$ cat src/rtl/mmio_bus_interconnect.sv
// Memory-mapped I/O interconnect: decodes a single outstanding CPU load/store
// into a one-hot slave select, waits for the selected slave's ack (bounded by a
// watchdog), then returns a one-cycle response pulse.
module mmio_bus_interconnect #(
  parameter int unsigned                  NUM_SLAVES = 3,
  parameter int unsigned                  ADDR_W     = 32,
  parameter int unsigned                  DATA_W     = 32,
  parameter logic [NUM_SLAVES*ADDR_W-1:0] BASE_ADDRS = {32'h500, 32'h400, 32'h0},
  parameter logic [NUM_SLAVES*ADDR_W-1:0] ADDR_MASKS = {32'hFFFFFFF0, 32'hFFFFFFF0,
                                                        32'hFFFFFC00},
  parameter int unsigned                  TIMEOUT    = 15,
  parameter logic [DATA_W-1:0]            ERR_DATA   = 32'hDEADBEEF
) (
  input  logic                         clk,
  input  logic                         rst,
  input  logic                         req_valid,
  output logic                         req_ready,
  input  logic                         req_we,
  input  logic [ADDR_W-1:0]            req_addr,
  input  logic [DATA_W-1:0]            req_wdata,
  output logic                         resp_valid,
  output logic [DATA_W-1:0]            resp_rdata,
  output logic                         resp_err,
  output logic [7:0]                   err_count,
  output logic [NUM_SLAVES-1:0]        s_sel,
  output logic                         s_we,
  output logic                         s_re,
  output logic [ADDR_W-1:0]            s_addr,
  output logic [DATA_W-1:0]            s_wdata,
  input  logic [NUM_SLAVES*DATA_W-1:0] s_rdata,
  input  logic [NUM_SLAVES-1:0]        s_ack
);

  localparam int unsigned IDX_W = (NUM_SLAVES > 1) ? $clog2(NUM_SLAVES) : 1;

  typedef enum logic [1:0] {StIdle, StAccess, StResp} state_e;

  state_e              state_q, state_d;
  logic                we_q, we_d;
  logic [ADDR_W-1:0]   addr_q, addr_d;
  logic [DATA_W-1:0]   wdata_q, wdata_d;
  logic [IDX_W-1:0]    idx_q, idx_d;
  logic [DATA_W-1:0]   rdata_q, rdata_d;
  logic                err_q, err_d;
  logic [31:0]         cnt_q, cnt_d;
  logic [7:0]          err_cnt_q, err_cnt_d;
  logic                err_evt;

  logic                dec_hit;
  logic [IDX_W-1:0]    dec_idx;
  logic [ADDR_W-1:0]   dec_off;

  logic                sel_ack;
  logic [DATA_W-1:0]   sel_rdata;
  logic [NUM_SLAVES-1:0] sel_onehot;

  logic                in_access;

  // Address decode; scanning downward lets the lowest matching index win.
  always_comb begin
    dec_hit = 1'b0;
    dec_idx = '0;
    dec_off = req_addr;
    for (int i = NUM_SLAVES - 1; i >= 0; i--) begin
      if ((req_addr & ADDR_MASKS[i*ADDR_W +: ADDR_W]) == BASE_ADDRS[i*ADDR_W +: ADDR_W]) begin
        dec_hit = 1'b1;
        dec_idx = i[IDX_W-1:0];
        dec_off = req_addr & ~ADDR_MASKS[i*ADDR_W +: ADDR_W];
      end
    end
  end

  // Route ack/read data of the latched slave only; other slaves' acks are ignored.
  always_comb begin
    sel_ack    = 1'b0;
    sel_rdata  = '0;
    sel_onehot = '0;
    for (int i = 0; i < NUM_SLAVES; i++) begin
      if (idx_q == i[IDX_W-1:0]) begin
        sel_ack       = s_ack[i];
        sel_rdata     = s_rdata[i*DATA_W +: DATA_W];
        sel_onehot[i] = 1'b1;
      end
    end
  end

  // Next-state and datapath update for the IDLE -> ACCESS -> RESP sequence.
  always_comb begin
    state_d = state_q;
    we_d    = we_q;
    addr_d  = addr_q;
    wdata_d = wdata_q;
    idx_d   = idx_q;
    rdata_d = rdata_q;
    err_d   = err_q;
    cnt_d   = cnt_q;
    err_evt = 1'b0;
    unique case (state_q)
      StIdle: begin
        if (req_valid) begin
          we_d    = req_we;
          addr_d  = dec_off;
          wdata_d = req_wdata;
          idx_d   = dec_idx;
          cnt_d   = '0;
          if (dec_hit) begin
            state_d = StAccess;
          end else begin
            state_d = StResp;
            err_d   = 1'b1;
            rdata_d = ERR_DATA;
            err_evt = 1'b1;
          end
        end
      end
      StAccess: begin
        // Ack is checked first so it wins over a simultaneous timeout.
        if (sel_ack) begin
          state_d = StResp;
          err_d   = 1'b0;
          rdata_d = we_q ? '0 : sel_rdata;
        end else if ((TIMEOUT != 0) && ((cnt_q + 32'd1) == TIMEOUT)) begin
          state_d = StResp;
          err_d   = 1'b1;
          rdata_d = ERR_DATA;
          err_evt = 1'b1;
        end else begin
          cnt_d = cnt_q + 32'd1;
        end
      end
      StResp: begin
        state_d = StIdle;
      end
      default: begin
        state_d = StIdle;
      end
    endcase
    err_cnt_d = (err_evt && (err_cnt_q != 8'hFF)) ? err_cnt_q + 8'd1 : err_cnt_q;
  end

  // State and latched transaction registers; reset aborts any transaction in flight.
  always_ff @(posedge clk or negedge rst) begin
    if (!rst) begin
      state_q   <= StIdle;
      we_q      <= 1'b0;
      addr_q    <= '0;
      wdata_q   <= '0;
      idx_q     <= '0;
      rdata_q   <= '0;
      err_q     <= 1'b0;
      cnt_q     <= '0;
      err_cnt_q <= '0;
    end else begin
      state_q   <= state_d;
      we_q      <= we_d;
      addr_q    <= addr_d;
      wdata_q   <= wdata_d;
      idx_q     <= idx_d;
      rdata_q   <= rdata_d;
      err_q     <= err_d;
      cnt_q     <= cnt_d;
      err_cnt_q <= err_cnt_d;
    end
  end

  // Outputs decoded from state so strobes drop as soon as reset hits.
  always_comb begin
    in_access  = (state_q == StAccess);
    req_ready  = (state_q == StIdle);
    resp_valid = (state_q == StResp);
    resp_err   = resp_valid & err_q;
    resp_rdata = rdata_q;
    err_count  = err_cnt_q;
    s_sel      = in_access ? sel_onehot : '0;
    s_we       = in_access & we_q;
    s_re       = in_access & ~we_q;
    s_addr     = addr_q;
    s_wdata    = wdata_q;
  end

endmodule

$ cat config.mk
export PLATFORM = sky130hd
export DESIGN_NAME = mmio_bus_interconnect
export DESIGN_NICKNAME = d
export VERILOG_FILES = /design/src/rtl/mmio_bus_interconnect.sv
export SDC_FILE = /design/constraint.sdc
export NUM_CORES = 1
export LEC_CHECK = 0
export ABC_CLOCK_PERIOD_IN_PS = 3550
export BUFFER_PORTS_ARGS = -buffer_cell sky130_fd_sc_hd__buf_2
export CELL_PAD_IN_SITES_DETAIL_PLACEMENT = 0
export CELL_PAD_IN_SITES_GLOBAL_PLACEMENT = 1
export CORE_ASPECT_RATIO = 0.75
export CORE_UTILIZATION = 32
export DETAILED_ROUTE_END_ITERATION = 10
export GPL_ROUTABILITY_DRIVEN = 0
export GPL_TIMING_DRIVEN = 0
export PLACE_DENSITY_LB_ADDON = 0.1
export SLEW_MARGIN = 20
export SYNTH_ARGS = -nofsm -noshare
export SYNTH_HDL_FRONTEND = slang
export SYNTH_SLANG_ARGS = --single-unit
$ cat constraint.sdc
create_clock -name clk -period 3.55 [get_ports clk]
set_clock_uncertainty 0.2 [all_clocks]
set_input_delay 0.5325 -clock clk [delete_from_list [all_inputs] [get_ports clk]]
set_output_delay 0.5325 -clock clk [all_outputs]
set_load 0.03 [all_outputs]
==> results.sh, run 1 <==
export IMPL_netlist_top_cell_by_area="dfrtp_1"
export IMPL_dp_slack_ns=-0.537
export IMPL_synth_top_cell_area_share_pct=47.7
export IMPL_fp_dieH_um=134
export IMPL_cp_cell_sequence="buf_4 > nand4_1 > or4_4 > or4_4 > nand3_2 > nand4_1 > and4bb_1 > buf_6 > nor2_4 > or3_4 > clkinv_8 > buf_4 > buf_8 > o22a_1"
export IMPL_synth_fp_nets=1032
export IMPL_cts_tree="built"
export IMPL_vdd_drop_max_uv=332
export IMPL_worst_path_buf_inv=5
export IMPL_power_leakage_nw=5.03
export IMPL_die_area_mm2=0.0239
export IMPL_rsz0062_at_grt="false"
export IMPL_drive_above_1_share_pct=34.4
export IMPL_track_usage_pct=22.1
export IMPL_holdWs_ns=0.0872
export IMPL_wl_per_cell_um=17.2
export IMPL_syn_avg_cell_area_um2=8.65
export IMPL_portBuffers=278
export IMPL_ff2ff_path_depth=14
export IMPL_grt_pass1_wl_mm=40.6
export IMPL_powerDensity_mw_per_mm2=430
export IMPL_critPathSlowestCell="or4_4"
export IMPL_stdcell_count=1506
export IMPL_drc=0
export IMPL_maxSlewHeadroom_pct=46.9
export IMPL_synth_seq_area_share_pct=47.7
export IMPL_crit_arrival_ns=3.59
export IMPL_ys_types=60
export IMPL_initialDrtViolationCount=544
export IMPL_dr_pass1_iters=5
export IMPL_layout_setup_ws_ns=0.124
export IMPL_worst_r2r_startpoint="cnt_q[13]"
export IMPL_synthMostInstantiatedCell="nand2_1"
export IMPL_fin_nets=1366
export IMPL_holdPathEnd="s_wdata[5]"
export IMPL_timing_rr_end="resp_rdata[3]"
export IMPL_clk_path_buf_depth=2
export IMPL_power_mw=4.49
export IMPL_netlist_instances=862
export IMPL_final_hold_viol_count=0
export IMPL_report_final_slew_viol_count=0
export IMPL_vias_per_cell=4.98
export IMPL_worst_setup_path_type="register to register"
export IMPL_cp_max_fo=8
export IMPL_synth_edf_count=0
export IMPL_worstMarginPinSlew_ns=0.796
export IMPL_post_dp_hpwl_mm=18.8
export IMPL_overflow=0
export IMPL_io_pins=279
export IMPL_clock_latency_ns=0.43
export IMPL_dp_cells=1435
export IMPL_max_stage_delay_ns=0.58
export IMPL_vias=7499
export IMPL_hold_depth=3
export IMPL_end_kind="register"
export IMPL_worstHoldPathType="input pin to register"
export IMPL_finalWirelength_mm=25.9
export IMPL_grt_start_max_net_pins=85
export IMPL_clock_sinks=142
export IMPL_path_clk_slew_ns=0.07
export IMPL_ys_seq_elements=142
export IMPL_yosysWarnings=0
export IMPL_netlist_top_cells_area="dfrtp_1, nand2_1, mux2i_1, nor2_1, a21oi_1"
export IMPL_coreArea_mm2=0.0225
export IMPL_start_kind="register"
export IMPL_cp_top_family="simple AND/OR/NAND/NOR gates"
export IMPL_syn_to_final_growth_pct=40.1
export IMPL_synth_ff_type="dfrtp_1"
export IMPL_async_reset_ff_share_pct=100
export IMPL_std_cell_rows=47
export IMPL_die_w_um=178
export IMPL_fmax_mhz=292
export IMPL_root_buffer="clkbuf_16"
export IMPL_maxCapViolations=0
export IMPL_setup_viol=0
export IMPL_yosys_top_cells_count="nand2_1, dfrtp_1, nor2_1"
export IMPL_grt_antenna_before_repair=4
export IMPL_period_share_pct=96.5
export IMPL_worstHoldStart="req_wdata[5]"
export IMPL_numCtsBuffers=17
export IMPL_fin_crit_ns=3.43
export IMPL_ff2ff_setup_slack_ns=0.12
export IMPL_outcome="finished, final reports clean"
export IMPL_start_util_pct=33.2
export IMPL_htree_levels=4
export IMPL_grt_pass1_vias=7328
export IMPL_syn_area_mm2=0.00746
export IMPL_required_ns=3.71
export IMPL_ant_nets=0
export IMPL_fillers=2319
[report_power, final]
part           internal, mW  switching [mW]  leakage [nW]
logic                 0.280           0.590          3.04
registers              1.75          0.0976          1.72
clock network         0.986           0.788         0.269
[cell families after synthesis]
logic type | Yosys count | share of synthesized area [%]
DFF | 142 | 47.7
buffers and inverters | 73 | 4.48
muxes | 42 | 5.67
adders and majority gates | 3 | 0.503
AOI/OAI and AO/OA | 148 | 12.9
xor gates and xnor gates | 23 | 2.70
and+or+nand+nor | 431 | 26.1
[through the flow]
step           util [%]  area, um^2  setup TNS (ns)
2_1_floorplan         -        7460               0
3_3_place_gp       41.0        9220         -101.84
3_5_place_dp       41.2        9250          -30.43
4_1_cts            45.6       10300         -0.0825
5_1_grt            46.5       10400               0
6_report           46.5       10400               0
[worst min-delay path, delay by kind of cell]
kind          cells  cell delay [ns]
buf+inv           1             0.07
simple gates      2             0.08
[how the worst max path moves through the flow]
stage	from	end	slack, ns	cells after the start
global route	cnt_q[0]	cnt_q[19]	0.01	14
finish	cnt_q[13]	resp_rdata[3]	0.12	14
floorplan	cnt_q[0]	resp_rdata[0]	0.0007	15
CTS	cnt_q[1]	resp_rdata[11]	-0.02	15
global placement	cnt_q[0]	cnt_q[25]	-0.54	14
detailed placement	cnt_q[0]	cnt_q[22]	-0.54	12
[metal layers]
layer	GRT usage [%]	vias to the layer above	routed length (um)
met5	0	-	0
met4	6.73	0	294
met3	6.58	17	1960
met2	33.3	233	11700
met1	30.4	3597	12000
li1	-	3652	-
[layout make-up]
cell class | count | area, um^2 | area share (%)
diodes | 4 | 10.0 | 0.0958
well taps | 294 | 368 | 3.52
clock buffers | 17 | 425 | 4.07
plain buffers | 56 | 333 | 3.19
multi-input cells | 647 | 3750 | 35.9
flip-flops and latches | 142 | 3560 | 34.1
inverters | 9 | 46.3 | 0.443
clock inverters | 14 | 146 | 1.40
repair buffers | 323 | 1800 | 17.2
[timing repair]
action | in CTS | in global routing
resized for setup | 38 | 45
hold buffers | 1 | 0
setup endpoints to repair | 74 | 65
cloned | 1 | 0
pin swaps | 13 | 18
buffers inserted | 31 | 11
endpoints found under the hold margin | 83 | 0
[cells in the final DEF, fill, tap and decap left out, types with 3 or more instances in the layout]
cell and count:
buf_2 277, nand2_1 235, dfrtp_1 134, nor2_1 71
a21oi_1 44, buf_4 42, mux2i_1 40, clkbuf_1 28
o22a_1 24, o21ai_0 22, nor3_1 21, a31oi_1 21
nand3_1 18, nand4_1 17, clkbuf_16 17, xor2_1 13
buf_6 10, xnor2_1 10, a22o_1 9, buf_1 8
inv_1 8, and3_1 8, or3_1 8, dfrtp_2 8
nor4_1 7, inv_6 5, diode_2 4, nand2b_1 4
nor4_4 4, o31ai_1 4, o211ai_1 4, clkbuf_2 4
clkinvlp_4 4, nor2b_1 3, and2_1 3, nor3_4 3
buf_8 3, inv_8 3
[flip-flops by register name, summed over array words and instances (netlist names)]
signal,cells
s_addr,32
we_q,1
state_q,2
idx_q,2
err_q,1
err_count,8
resp_rdata,32
cnt_q,32
s_wdata,32
No activity file was read; power rests on OpenSTA's default activity.
==> inputs of run 2 (changes only) <==
--- a/config.mk
+++ b/config.mk
@@ -5,7 +5,7 @@
 export SDC_FILE = /design/constraint.sdc
 export NUM_CORES = 1
 export LEC_CHECK = 0
-export ABC_CLOCK_PERIOD_IN_PS = 3550
+export ABC_CLOCK_PERIOD_IN_PS = 2990
 export BUFFER_PORTS_ARGS = -buffer_cell sky130_fd_sc_hd__buf_2
 export CELL_PAD_IN_SITES_DETAIL_PLACEMENT = 0
 export CELL_PAD_IN_SITES_GLOBAL_PLACEMENT = 1
==> constraint.sdc (replaced) <==
create_clock -name clk -period 2.99 [get_ports clk]
set_clock_uncertainty 0.2 [all_clocks]
set_input_delay 0.4485 -clock clk [delete_from_list [all_inputs] [get_ports clk]]
set_output_delay 0.4485 -clock clk [all_outputs]
set_load 0.03 [all_outputs]
==> run 2 against run 1 <==
  * The run now ends with setup timing left
  * Non-clock buffer count up 41
  * Cell count up 2.6%
  * Clock-buffer cell count up 1
  * Critical path depth down 1
  * Sequential power up 18%
  * Total power up 22%
  * Maximum frequency up 0.14%
  * Global-route usage up 1.3 points
  * Clock power up 24%
  * Largest power group unchanged
==> results.sh, run 2 (same netlist as run 1, synthesis figures left out) <==
export IMPL_outcome="finished, violations left"
export IMPL_violations="setup timing"
export IMPL_drive_above_1_share_pct=35.7
export IMPL_vias_per_cell=5.03
export IMPL_fin_crit_ns=3.42
export IMPL_layout_commonest_cell="buf_2"
export IMPL_clock_latency_ns=0.43
export IMPL_numCtsBuffers=17
export IMPL_syn_to_final_growth_pct=48.2
export IMPL_vdd_drop_max_uv=375
export IMPL_met1_usage_pct=31.7
export IMPL_grt_antenna_before_repair=0
export IMPL_multi_input_area_mm2=0.00387
export IMPL_grt_start_max_net_pins=90
export IMPL_track_usage_pct=23.4
export IMPL_placed_area_mm2=0.00936
export IMPL_clock_sinks=142
export IMPL_maxSlewHeadroom_pct=47.9
export IMPL_path_clk_slew_ns=0.07
export IMPL_worstHoldPathType="input pin to register"
export IMPL_fmax_mhz=292
export IMPL_portBuffers=278
export IMPL_top_usage_layer="met2"
export IMPL_grt_pass1_wl_mm=42.6
export IMPL_ff2ff_path_depth=13
export IMPL_die_w_um=178
export IMPL_drc=0
export IMPL_cp_max_fo=10
export IMPL_initialDrtViolationCount=406
export IMPL_overflow=0
export IMPL_fin_nets=1407
export IMPL_period_share_pct=114
export IMPL_required_ns=3.16
export IMPL_power_mw=5.48
export IMPL_vias=7764
export IMPL_fp_dieH_um=134
export IMPL_std_cell_rows=47
export IMPL_grt_util_met3_pct=7.40
export IMPL_worst_r2r_startpoint="cnt_q[15]"
export IMPL_powerDensity_mw_per_mm2=496
export IMPL_fillers=2211
export IMPL_clk_path_buf_depth=2
export IMPL_hold_depth=3
export IMPL_start_kind="register"
export IMPL_ff2ff_setup_slack_ns=-0.43
export IMPL_io_pins=279
export IMPL_use_met2_pct=36.0
export IMPL_grt_pass1_vias=7718
export IMPL_maxCapViolations=0
export IMPL_worstMarginPinSlew_ns=0.780
export IMPL_start_util_pct=33.2
export IMPL_seq_area_mm2=0.00356
export IMPL_wl_per_cell_um=17.4
export IMPL_crit_arrival_ns=3.59
export IMPL_ant_nets=0
export IMPL_dr_pass1_iters=5
export IMPL_cts_tree="built"
export IMPL_setup_tns_ns=-24.56
export IMPL_setup_viol=75
export IMPL_worstHoldStart="req_wdata[19]"
export IMPL_htree_levels=4
export IMPL_layout_setup_ws_ns=-0.431
export IMPL_holdPathEnd="s_wdata[19]"
export IMPL_final_cell_mix="buf_2, nand2_1, dfrtp_1"
export IMPL_rsz0062_at_grt="true"
export IMPL_worst_setup_path_type="register to register"
export IMPL_end_kind="register"
export IMPL_report_final_slew_viol_count=0
export IMPL_root_buffer="clkbuf_16"
export IMPL_final_hold_viol_count=0
export IMPL_finalWirelength_mm=26.9
export IMPL_timing_rr_end="resp_rdata[12]"
export IMPL_final_area_mm2=0.0111
export IMPL_power_leakage_nw=5.26
export IMPL_coreArea_mm2=0.0225
export IMPL_die_area_mm2=0.0239
export IMPL_holdWs_ns=0.0162
export IMPL_post_dp_hpwl_mm=19.3
-- run 2: what timing repair did --
action                                  CTS  global route
gates cloned                              3             0
gates resized for setup                  77             8
endpoints found under the setup margin   78            76
hold buffers                             31             0
buffers inserted                         44             7
pin swaps                                17             3
hold endpoints to repair                 83             0
-- run 2: area by class of cell --
class / count / area share, %
tap: 294 / 3.33
buffer: 56 / 3.89
antenna: 1 / 0.0226
multi-input combinational: 647 / 35.0
clock inverter: 14 / 1.48
timing repair buffer: 364 / 19.6
inverter: 9 / 0.419
clock buffer: 18 / 3.97
sequential: 142 / 32.2
-- run 2: worst max path at each step --
stage	startpoint	endpoint	slack (ns)
floorplan	cnt_q[1]	resp_rdata[12]	-0.32
global placement	rst	cnt_q[0]	-1.28
detailed placement	cnt_q[3]	cnt_q[14]	-0.98
CTS	cnt_q[11]	resp_rdata[10]	-0.39
global route	cnt_q[11]	resp_rdata[10]	-0.58
finish	cnt_q[15]	resp_rdata[12]	-0.43
-- run 2: metrics by stage --
step	std cells	setup WS [ns]	util (%)
2_1_floorplan	862	-0.323	-
3_3_place_gp	1434	-1.28	41.5
3_5_place_dp	1435	-0.984	41.7
4_1_cts	1538	-0.392	48.8
5_1_grt	1544	-0.575	49.2
6_report	1545	-0.431	49.2
-- run 2: power breakdown --
group	switching, mW	internal, mW
clock	0.969	1.22
sequential	0.116	2.08
combinational	0.725	0.375
-- run 2: routing by layer --
layer	up-vias	routed length, um
li1	3741	-
met4	0	368
met5	-	0
met3	25	2190
met1	3731	12200
met2	267	12100
-- run 2: critical path: stages (launching register included) --
cell and delay, ns:
dfrtp_2 0.48, nand4_1 0.24, or3_1 0.47, or4_4 0.50, nand3_2 0.09, nand4_1 0.09, and4bb_1 0.28, buf_6 0.13
nor2_4 0.04, or3_4 0.36, buf_8 0.15, clkinv_8 0.05, buf_8 0.12, o22a_1 0.14
==> inputs of run 3 (changes only) <==
--- a/config.mk
+++ b/config.mk
@@ -15,6 +15,7 @@
 export GPL_ROUTABILITY_DRIVEN = 0
 export GPL_TIMING_DRIVEN = 0
 export PLACE_DENSITY_LB_ADDON = 0.1
+export SKIP_LAST_GASP = 1
 export SLEW_MARGIN = 20
 export SYNTH_ARGS = -nofsm -noshare
 export SYNTH_HDL_FRONTEND = slang
==> run 3 against run 2 <==
  * The run still ends with setup timing left
  * Sequential power about the same
  * Routed wire length decreased by 0.13%
  * Utilization decreased by 0.067 points
  * Die area unchanged
  * Cell count unchanged
  * Critical endpoint is now resp_rdata[10]
  * Largest cell class unchanged
==> results.sh, run 3 (same netlist as run 1, synthesis figures left out) <==
export IMPL_dp_slack_ns=-0.984
export IMPL_start_kind="register"
export IMPL_post_dp_hpwl_mm=19.3
export IMPL_final_cell_mix="buf_2, nand2_1, dfrtp_1"
export IMPL_setup_viol=75
export IMPL_fillers=2215
export IMPL_fin_nets=1407
export IMPL_portBuffers=278
export IMPL_clock_latency_ns=0.43
export IMPL_fin_crit_ns=3.42
export IMPL_crit_arrival_ns=3.58
export IMPL_outcome="finished, violations left"
export IMPL_overflow=0
export IMPL_required_ns=3.15
export IMPL_worst_setup_path_type="register to register"
export IMPL_ff2ff_path_depth=14
export IMPL_power_frac_clock_pct=39.9
export IMPL_initialDrtViolationCount=403
export IMPL_placed_area_mm2=0.00936
export IMPL_vias=7742
export IMPL_period_share_pct=114
export IMPL_final_area_mm2=0.0110
export IMPL_grt_pass1_wl_mm=42.6
export IMPL_maxSlewHeadroom_pct=47.7
export IMPL_layout_commonest_cell="buf_2"
export IMPL_std_cell_rows=47
export IMPL_power_leakage_nw=5.26
export IMPL_vias_per_cell=5.01
export IMPL_worstHoldPathType="input pin to register"
export IMPL_final_hold_viol_count=0
export IMPL_switchingPower_mw=1.81
export IMPL_drc=0
export IMPL_layout_setup_ws_ns=-0.426
export IMPL_powerDensity_mw_per_mm2=497
export IMPL_vdd_drop_max_uv=373
export IMPL_violations="setup timing"
export IMPL_power_mw=5.48
export IMPL_root_buffer="clkbuf_16"
export IMPL_htree_levels=4
export IMPL_coreArea_mm2=0.0225
export IMPL_cp_max_fo=10
export IMPL_track_usage_pct=23.4
export IMPL_start_util_pct=33.2
export IMPL_path_clk_slew_ns=0.07
export IMPL_comb_power_share_pct=20.1
export IMPL_internal_power_mw=3.67
export IMPL_power_frac_seq_pct=40.0
export IMPL_finalWirelength_mm=26.8
export IMPL_dr_pass1_iters=5
export IMPL_die_w_um=178
export IMPL_fp_dieH_um=134
export IMPL_fmax_mhz=293
export IMPL_maxCapViolations=0
export IMPL_cts_tree="built"
export IMPL_grt_pass1_vias=7725
export IMPL_hold_depth=3
export IMPL_report_final_slew_viol_count=0
export IMPL_drive_above_1_share_pct=35.5
export IMPL_numCtsBuffers=17
export IMPL_worstMarginPinSlew_ns=0.783
export IMPL_setup_tns_ns=-24.29
export IMPL_ant_nets=0
export IMPL_io_pins=279
export IMPL_grt_antenna_before_repair=0
export IMPL_end_kind="register"
export IMPL_grt_start_max_net_pins=90
export IMPL_die_area_mm2=0.0239
export IMPL_clk_path_buf_depth=2
export IMPL_rsz0062_at_grt="true"
export IMPL_wl_per_cell_um=17.4
export IMPL_syn_to_final_growth_pct=48.0
export IMPL_switching_share_pct=33.0
export IMPL_clock_sinks=142
run 3: cell types whose count changed in the layout (fill, tap and decap cells not counted):
cell      change
clkbuf_4      +1
o21ai_0       +1
a21oi_2       -1
buf_4         +1
buf_6         -2
o21ai_2       -1
a21oi_1       +1
run 3: repair_timing:
item	4_1_cts	5_1_grt
setup buffers	44	7
gates cloned	3	0
endpoints found under the setup margin	78	76
hold endpoints to repair	83	0
resized for setup	73	6
pin swaps	17	3
hold buffers	31	0
run 3: cell type report:
| class | instances | area, um^2 | area share [%] |
|---|---|---|---|
| antenna | 1 | 2.50 | 0.0227 |
| buffer | 56 | 427 | 3.87 |
| clock buffer | 18 | 439 | 3.98 |
| clock inverter | 14 | 164 | 1.49 |
| inverter | 9 | 46.3 | 0.420 |
| multi-input combinational | 647 | 3860 | 35.0 |
| sequential | 142 | 3560 | 32.3 |
| tap | 294 | 368 | 3.33 |
| timing repair buffer | 364 | 2160 | 19.6 |
run 3: through the flow:
| step | hold slack, ns | utilization (%) | std cells |
|---|---|---|---|
| after floorplan | -0.0471 | - | 862 |
| after global placement | 0.245 | 41.5 | 1434 |
| after detailed placement | 0.208 | 41.7 | 1435 |
| after CTS | 0.000229 | 48.8 | 1538 |
| after global routing | 0.0159 | 49.1 | 1544 |
| final | 0.0193 | 49.1 | 1545 |
run 3: critical path, stage by stage (launching register included):
cell      delay (ns)
dfrtp_1         0.32
buf_2           0.19
nand4_1         0.21
or3_1           0.47
or4_4           0.50
nand3_2         0.09
nand4_1         0.09
and4bb_1        0.28
buf_6           0.13
nor2_4          0.04
or3_4           0.36
buf_8           0.15
clkinv_8        0.05
buf_8           0.13
o22a_1          0.14
run 3: final timing paths:
kind | startpoint | endpoint | slack (ns)
setup / recovery | cnt_q[14] | resp_rdata[10] | -0.43
hold / removal | req_wdata[19] | s_wdata[19] | 0.02
setup reg to reg | cnt_q[14] | resp_rdata[10] | -0.43
hold reg to reg | s_addr[27] | s_addr[27] | 0.26
max in group asynchronous | rst | cnt_q[25] | 1.44
min in group asynchronous | rst | resp_rdata[28] | 0.34
run 3: routing by layer:
layer  global-route usage (%)  part of all wire [%]  vias to the layer above
met5                        0                     0                        -
met4                     6.12                   1.5                        0
met3                     7.40                   8.6                       29
met2                     35.9                    45                      278
met1                     31.8                    45                     3702
li1                         -                     -                     3733
run 3: power groups by stage:
| stage | Sequential (mW) | Clock [mW] | Combinational [mW] |
|---|---|---|---|
| final | 2.19 | 2.19 | 1.10 |
| after global routing | 2.22 | 2.32 | 1.21 |
| after CTS | 2.19 | 2.24 | 1.11 |
| after detailed placement | 2.22 | 0 | 1.04 |
| after global placement | 2.22 | 0 | 1.03 |
| after floorplan | 2.52 | 0 | 0.291 |
